**config.mk**
```make
export PLATFORM = sky130hd
export DESIGN_NAME = tube_display_writer
export DESIGN_NICKNAME = d
export VERILOG_FILES = /design/src/rtl/tube_display_writer.sv
export SDC_FILE = /design/constraint.sdc
export NUM_CORES = 1
export LEC_CHECK = 0
export BUFFER_PORTS_ARGS = -buffer_cell sky130_fd_sc_hd__buf_4
export CORE_MARGIN = 2
export CORE_UTILIZATION = 59
export DETAILED_ROUTE_END_ITERATION = 12
export PLACE_DENSITY = 0.8
export SYNTH_ARGS = -nofsm -noshare
export SYNTH_HDL_FRONTEND = slang
export SYNTH_SLANG_ARGS = --single-unit
```
**constraint.sdc**
```tcl
create_clock -name tubeclk -period 2.9 [get_ports tubeclk]
set_input_delay 0 -clock tubeclk [delete_from_list [all_inputs] [get_ports tubeclk]]
set_output_delay 0 -clock tubeclk [all_outputs]
set_load 0.02 [all_outputs]
```
**src/rtl/tube_display_writer.sv**
```systemverilog
// Eight-digit seven-segment tube driver for the CPU IO space: holds two digit
// halfwords plus a control word and scans one digit per SCAN_DIV clocks.
module tube_display_writer #(
    parameter int SCAN_DIV = 100000,
    parameter int DIV_W    = 17
) (
    input  logic        tubeclk,
    input  logic        switchrst,
    input  logic        tubectl,
    input  logic        tubewrite,
    input  logic [1:0]  tubeaddr,
    input  logic [15:0] tubewdata,
    output logic [7:0]  tube_en,
    output logic [7:0]  tube_seg
);

    logic [15:0]      val_lo_q;
    logic [15:0]      val_hi_q;
    logic [15:0]      ctrl_q;
    logic [DIV_W-1:0] div_q;
    logic [2:0]       idx_q;
    logic [7:0]       tube_en_q;
    logic [7:0]       tube_seg_q;

    logic [31:0] digits;
    logic [7:0]  en_mask;
    logic [7:0]  dp_mask;
    logic [3:0]  nib;
    logic [6:0]  hex_seg;
    logic [7:0]  tube_en_d;
    logic [7:0]  tube_seg_d;

    assign digits  = {val_hi_q, val_lo_q};
    assign en_mask = ctrl_q[7:0];
    assign dp_mask = ctrl_q[15:8];
    assign nib     = digits[{idx_q, 2'b00} +: 4];

    // gfedcba, active-high
    always_comb begin
        hex_seg = 7'h00;
        case (nib)
            4'h0: hex_seg = 7'h3F;
            4'h1: hex_seg = 7'h06;
            4'h2: hex_seg = 7'h5B;
            4'h3: hex_seg = 7'h4F;
            4'h4: hex_seg = 7'h66;
            4'h5: hex_seg = 7'h6D;
            4'h6: hex_seg = 7'h7D;
            4'h7: hex_seg = 7'h07;
            4'h8: hex_seg = 7'h7F;
            4'h9: hex_seg = 7'h6F;
            4'hA: hex_seg = 7'h77;
            4'hB: hex_seg = 7'h7C;
            4'hC: hex_seg = 7'h39;
            4'hD: hex_seg = 7'h5E;
            4'hE: hex_seg = 7'h79;
            4'hF: hex_seg = 7'h71;
            default: hex_seg = 7'h00;
        endcase
    end

    // A disabled digit is fully dark, decimal point included.
    always_comb begin
        tube_en_d  = 8'hFF;
        tube_seg_d = 8'hFF;
        if (en_mask[idx_q]) begin
            tube_en_d  = ~(8'h01 << idx_q);
            tube_seg_d = ~{dp_mask[idx_q], hex_seg};
        end
    end

    always_ff @(negedge tubeclk or posedge switchrst) begin
        if (switchrst) begin
            val_lo_q   <= 16'h0000;
            val_hi_q   <= 16'h0000;
            ctrl_q     <= 16'h00FF;
            div_q      <= '0;
            idx_q      <= 3'd0;
            tube_en_q  <= 8'hFF;
            tube_seg_q <= 8'hFF;
        end else begin
            if (div_q == DIV_W'(SCAN_DIV - 1)) begin
                div_q <= '0;
                idx_q <= idx_q + 3'd1;
            end else begin
                div_q <= div_q + DIV_W'(1);
            end

            if (tubectl && tubewrite) begin
                case (tubeaddr)
                    2'b00:   val_lo_q <= tubewdata;
                    2'b10:   val_hi_q <= tubewdata;
                    2'b01:   ctrl_q   <= tubewdata;
                    default: ;
                endcase
            end

            tube_en_q  <= tube_en_d;
            tube_seg_q <= tube_seg_d;
        end
    end

    assign tube_en  = tube_en_q;
    assign tube_seg = tube_seg_q;

endmodule

```
==> run summary, run 1 <==
Critical R2R Launch = idx_q[1]
CTS tree = yes
Library cells used by synthesis = 42
Post-synthesis compound-gate area fraction = 3.35%
Commonest non-fill, non-tap cell in the layout = dfrtn_1
Num rows = 29
Setup_tns = 0 ns
Post-Synth Adder-Cell Area = 4.15%
Global route overflow = 0
Synthesized instance count = 295
Critical path arrival = 4.30 ns
CTS H-tree depth = 3
Hold Fails Final Rpt = 0
Status = finished clean
Max VDD drop = 0.000443 V
Cell Chain, Critical Path = mux2i_1 -> mux2_2 -> o21a_1 -> inv_1 -> ha_1 -> nor4_1 -> o31ai_1
Seq pwr share = 48.7%
R2r worst-path depth = 7
Most frequent cells in the layout = dfrtn_1, mux2_2, buf_4
First-pass DRT Iterations = 4
Largest family of logic cells by synthesized area = multiplexers
Insertion delay to the later sink of the worst-skew pair = 0.39 ns
Synth Area in XOR/XNOR = 3.58%
Sw Share = 27.3%
NetSw = 0.000843 W
Hold depth = 1
Cts bufs inserted = 9
Reg clk slew, reported paths = 0.06 ns
Syn_area_per_cell = 13.3 sq um
Post-DP HPWL = 5240 um
Startpoint Class = flip-flop
Crit path capture type = flip-flop
Layout cells sized above 1 = 40.4%
WL/cell = 16.9 um
Clock power frac = 32.6%
Largest net degree at the start of global routing = 85
Residual DRC = 0
Reg-to-reg setup timing slack = 0.35 ns
Clock Skew = 0.0593 ns
IO Pins = 38
PD cells = 666 nW/um^2
Initial antenna violation count = 0
Clock Sinks = 84
Data required, critical path = 4.65 ns
P_int = 0.00224 W
Sequential fraction of the synthesis area = 54.4%
Clk buf depth = 2
Max Freq = 392 MHz
Final Util = 72.5%
Vias = 2556
Mux contribution to synthesized area = 22.6%
Worst slack at placement = 0.309 ns
Max-Cap Viols = 0
Min-delay src = div_q[0]
Largest stage delay, worst path = 0.87 ns
Critical path class = reg2reg
Antenna Violating Nets Remaining = 0
Rel. slew slack = 51.6%
Port Buffers = 37
Max-slew violation count = 0
Area of the core = 6390 sq um
Tot Pwr = 0.00308 W
Part of the cycle the worst path needs = 88.1%
Fin nets = 401
Drt initial violations = 113
Fill count = 452
Layout Cells excl Fill = 448
Syn nets = 330
Via/cell ratio = 5.71
Crit path time final = 2.55 ns
#FFs+latches synth = 84
Slowest cell on crit path = dfrtn_1
Initial Util = 61.4%
Die height = 85.5 um
Min-Delay Endpoint = div_q[0]
RSZ-0062 raised after global routing = false
Routed Wire Length = 7550 um
Combinational power share = 18.6%
First-pass GRT wire length = 12600 um
Setup ws final = 0.346 ns
Post-CTS Setup Inserts = 0
Critical-path maximum fanout = 16
Cts hold-fix bufs = 0
Leak pwr = 2.12 nW
Least-Margin Pin Slew = 0.727 ns
Cell Area, Synth = 3920 sq um
Vias in the first global route = 2550
Placed Cells = 409
GRT Util Overall = 22.6%
Post-CTS sizing = 0
Synthesis Warnings = 0
Synth-to-layout area growth = 18.2%
Die area = 7310 sq um
Final setup vio count = 0
R2r endpoint = tube_seg[0]
Hold crit path type = reg2reg
CTS root buf = clkbuf_8
Diode count = 0
Routability-driven placement congestion ratio = 0.776
Chip Width = 85.5 um
Post-Synth Simple-Gate Area = 9.42%
==> metal layers <==
metal  routed length (um)  up-vias  global-route usage [%]
li1                     -     1179                       -
met1                 3420     1287                    29.9
met2                 3570       66                    35.7
met3                  288       24                    4.04
met4                  275        0                    12.3
met5                    0        -                       0
==> stage by stage <==
step	hold WS (ns)	cell area, sq um
6_report	0.396	4630
5_1_grt	0.421	4630
4_1_cts	0.402	4630
3_5_place_dp	0.401	4330
3_3_place_gp	0.398	4330
2_1_floorplan	0.379	3930
==> state kept, by name, indices dropped and copies added, names as in the netlist <==
signal,count
val_hi_q,16
div_q,17
idx_q,3
val_lo_q,16
ctrl_q,16
tube_en,8
tube_seg,8
==> logic make-up after synthesis <==
group | after synthesis
buf+inv | 21
xor+xnor | 16
mux | 71
simple gates | 72
compound gates | 18
fa+ha+maj | 13
flops | 84
==> power by group through the flow <==
stage | Combinational, W | Clock, W | Sequential, W
4_1_cts | 0.000579 | 0.00102 | 0.00150
3_3_place_gp | 0.000552 | 0.0000527 | 0.00151
3_5_place_dp | 0.000571 | 0.0000527 | 0.00152
6_report | 0.000575 | 0.00101 | 0.00150
5_1_grt | 0.000628 | 0.00110 | 0.00152
2_1_floorplan | 0.000351 | 0.0000527 | 0.00154
==> cells in the mapped netlist <==
cell type | number | share of area, %
dfrtn_1 | 60 | 38
mux2_2 | 51 | 15
dfstp_2 | 24 | 16
nand2_1 | 23 | 2.2
nor2_1 | 15 | 1.4
ha_1 | 13 | 4.2
mux2i_1 | 11 | 2.8
inv_1 | 10 | 0.96
xnor2_1 | 10 | 2.2
mux4_2 | 9 | 5.2
nand3_1 | 8 | 1.0
clkbuf_1 | 6 | 0.57
xor2_1 | 6 | 1.3
and2_1 | 4 | 0.64
a21oi_1 | 3 | 0.38
a22oi_1 | 3 | 0.57
and3_1 | 3 | 0.48
nand4_1 | 3 | 0.48
nor3_1 | 3 | 0.38
o221ai_1 | 3 | 0.67
a22o_1 | 2 | 0.45
buf_2 | 2 | 0.26
nor2b_1 | 2 | 0.32
o21ai_0 | 2 | 0.26
or4b_1 | 2 | 0.51
a211o_1 | 1 | 0.22
and2_0 | 1 | 0.16
and2b_1 | 1 | 0.19
and3_4 | 1 | 0.29
and4_1 | 1 | 0.22
buf_4 | 1 | 0.19
buf_8 | 1 | 0.38
clkinv_1 | 1 | 0.096
nor3b_1 | 1 | 0.19
nor4_1 | 1 | 0.16
nor4_2 | 1 | 0.32
o211ai_1 | 1 | 0.19
o21a_1 | 1 | 0.19
o311ai_0 | 1 | 0.22
o31ai_1 | 1 | 0.19
or2_1 | 1 | 0.16
or4b_2 | 1 | 0.26
==> worst max-delay path, delay by kind of cell, from the launching register on <==
kind / cells / cell delay [ns]
compound gates: 2 / 0.34
fa+ha+maj: 1 / 0.27
buf+inv: 1 / 0.15
flops: 1 / 0.87
mux: 2 / 0.54
simple gates: 1 / 0.33
==> area by class of cell <==
type                            instances  area, sq um  share of cell area, %
Timing Repair Buffer                   47          365                   7.89
Clock inverter                         27          143                   3.08
Inverter                               10         41.3                  0.891
Clock buffer                           13          159                   3.43
Sequential cell                        84         2130                   46.0
Tap cell                               77         96.3                   2.08
Multi-Input combinational cell        190         1700                   36.6
==> how the worst max path moves through the flow <==
stage,startpoint,end,slack (ns),cells past startpoint
after floorplan,tubectl,val_lo_q[0],0.15,4
after CTS,idx_q[1],tube_seg[0],0.36,7
after detailed placement,tubeaddr[1],val_lo_q[11],0.31,4
after global routing,idx_q[1],tube_seg[0],0.21,7
after global placement,tubectl,ctrl_q[12],0.37,6
final,idx_q[1],tube_seg[0],0.35,7
No activity file was read; power rests on OpenSTA's default activity.
==> run 2: changes to the inputs <==
--- a/config.mk
+++ b/config.mk
@@ -5,11 +5,14 @@
 export SDC_FILE = /design/constraint.sdc
 export NUM_CORES = 1
 export LEC_CHECK = 0
+export ABC_CLOCK_PERIOD_IN_PS = 2900
 export BUFFER_PORTS_ARGS = -buffer_cell sky130_fd_sc_hd__buf_4
-export CORE_MARGIN = 2
-export CORE_UTILIZATION = 59
+export CELL_PAD_IN_SITES_DETAIL_PLACEMENT = 1
+export CELL_PAD_IN_SITES_GLOBAL_PLACEMENT = 1
+export CORE_MARGIN = 1.5
+export CORE_UTILIZATION = 48
 export DETAILED_ROUTE_END_ITERATION = 12
-export PLACE_DENSITY = 0.8
+export PLACE_DENSITY_LB_ADDON = 0.1
 export SYNTH_ARGS = -nofsm -noshare
 export SYNTH_HDL_FRONTEND = slang
 export SYNTH_SLANG_ARGS = --single-unit
==> run 2 against run 1 <==
Effect of this change: wire length grew 7.5%; combinational power up 1%; non-clock buffer count is 2 higher; hold slack gained 0.016 ns; total power is 3.4% higher; flip-flop and latch count did not move; sequential power about the same; sequential share of layout area is 0.78 points lower; clock skew up 0.00081 ns; clock power grew 9.9%; die area is 19% higher; critical path depth decreased by 6.
==> run summary, run 2 (synthesized netlist as in run 1, its figures left out) <==
Cell Chain, Critical Path = buf_4
Critical R2R Launch = div_q[12]
Synth-to-layout area growth = 20.2%
Status = finished clean
Reg clk slew, reported paths = 0.06 ns (about the same)
Port Buffers = 37 (unchanged)
Least-Margin Pin Slew = 0.614 ns (-0.113 ns)
CTS H-tree depth = 3 (unchanged)
Initial Util = 50.2% (-11 points)
Delay-heaviest family, CP = flip-flops
GRT Util Overall = 20.9% (-1.6 points)
Top reg by flops = div_q
Commonest non-fill, non-tap cell in the layout = dfrtn_1
Global route overflow = 0 (unchanged)
Post-CTS sizing = 0 (unchanged)
Max reg flops = 17 (unchanged)
R2r worst-path depth = 5 (-2)
First-pass DRT Iterations = 4 (unchanged)
Die area = 8720 sq um (+19%)
Max VDD drop = 0.000345 V (-22%)
CTS root buf = clkbuf_8
Post-DP HPWL = 5970 um (+14%)
Drt initial violations = 81 (-28%)
Die height = 93.4 um (+9.2%)
Clock Sinks = 84 (unchanged)
Layout Cells excl Fill = 475 (+6.0%)
Finished Cell Area = 4710 sq um (+1.7%)
RSZ-0062 raised after global routing = false
IO Pins = 38 (unchanged)
Fill count = 812 (+80%)
Startpoint Class = flip-flop
Layout cells sized above 1 = 40.8% (+0.32 points)
Cts hold-fix bufs = 0 (unchanged)
DP Area = 4390 sq um (+1.4%)
Largest stage delay, worst path = 0.50 ns (-0.37 ns)
R2r endpoint = idx_q[1]
Min-Delay Endpoint = div_q[0]
Max Freq = 406 MHz (+3.6%)
Diode count = 0 (unchanged)
Max-Cap Viols = 0 (unchanged)
Hold_ws = 0.412 ns (+0.0160 ns)
Data required, critical path = 2.90 ns (-1.75 ns)
Leak pwr = 2.13 nW (+0.68%)
Vias = 2565 (+0.35%)
Critical path class = reg2out
Largest net degree at the start of global routing = 35 (-59%)
Crit path time final = 2.47 ns (-0.0810 ns)
Post-CTS Setup Inserts = 0 (unchanged)
WL/cell = 17.1 um (+1.4%)
Insertion delay to the later sink of the worst-skew pair = 0.39 ns (about the same)
CTS tree = yes
Crit path capture type = primary output
Register area = 2130 sq um (unchanged)
Num rows = 32 (+10%)
Min-delay src = div_q[0]
Reg-to-reg setup timing slack = 0.43 ns (+0.08 ns)
Hold depth = 1 (unchanged)
Routed Wire Length = 8120 um (+7.5%)
Cts bufs inserted = 9 (unchanged)
Routability-driven placement congestion ratio = 0.800 (+3.2%)
Initial antenna violation count = 0 (unchanged)
Slowest cell on crit path = dfstp_2
Setup_tns = 0 ns (unchanged)
Clock Skew = 0.0601 ns (+0.000815 ns)
Vias in the first global route = 2713 (+6.4%)
Area of the core = 7810 sq um (+22%)
Critical-path maximum fanout = 1 (-15)
Antenna Violating Nets Remaining = 0 (unchanged)
Worst Path Buf+Inv = 1 (unchanged)
PD cells = 677 nW/um^2 (+1.6%)
Hold Fails Final Rpt = 0 (unchanged)
Most frequent cells in the layout = dfrtn_1, mux2_2, buf_4
Hold crit path type = reg2reg
Clk buf depth = 2 (unchanged)
Final setup vio count = 0 (unchanged)
First-pass GRT wire length = 13900 um (+11%)
Chip Width = 93.4 um (+9.2%)
Critical path arrival = 2.47 ns (-1.83 ns)
Placed Cells = 436 (+6.6%)
Residual DRC = 0 (unchanged)
Max-slew violation count = 0 (unchanged)
Via/cell ratio = 5.40 (-5.4%)
Area taken by multi-input logic gates = 1700 sq um (unchanged)
Part of the cycle the worst path needs = 85.3% (-2.8 points)
Tot Pwr = 0.00319 W (+3.4%)
Rel. slew slack = 58.9% (+7.4 points)
Fin nets = 403 (+0.50%)
run 2: area by class of cell:
class | instances | area share (%)
clock buffer | 10 | 2.71
clock inverter | 30 | 4.14
inverter | 10 | 0.876
multi-input combinational | 190 | 36.0
sequential | 84 | 45.2
tap | 102 | 2.71
timing repair buffer | 49 | 8.34
run 2: power by group:
group          internal (W)  switching, W  total, W  leakage, nW
logic              0.000298      0.000282  0.000581        0.891
clock network      0.000611      0.000500   0.00111        0.242
registers           0.00141     0.0000846   0.00150        0.998
run 2: stage by stage:
stage / setup WS (ns) / util [%]
4_1_cts: 0.408 / 60.4
2_1_floorplan: 0.150 / -
3_3_place_gp: 0.354 / 56.3
3_5_place_dp: 0.329 / 56.3
5_1_grt: 0.275 / 60.4
6_report: 0.427 / 60.4
run 2: worst max-delay path by stage:
stage | start | endpoint | slack [ns] | depth (start not counted)
floorplan | tubectl | val_lo_q[0] | 0.15 | 4
global placement | tubeaddr[1] | val_lo_q[1] | 0.35 | 4
detailed placement | tubectl | val_hi_q[5] | 0.33 | 6
CTS | tube_en[6] | tube_en[6] | 0.41 | 1
global route | div_q[12] | idx_q[1] | 0.28 | 5
finish | tube_en[4] | tube_en[4] | 0.43 | 1
run 2: routing by layer:
metal	global-route usage [%]	wire, um	vias up	part of all wire [%]
met5	0	0	-	0
li1	-	-	1192	-
met1	28.0	3760	1319	46
met4	7.70	97	0	1.2
met3	3.50	266	9	3.3
met2	34.3	4000	45	49
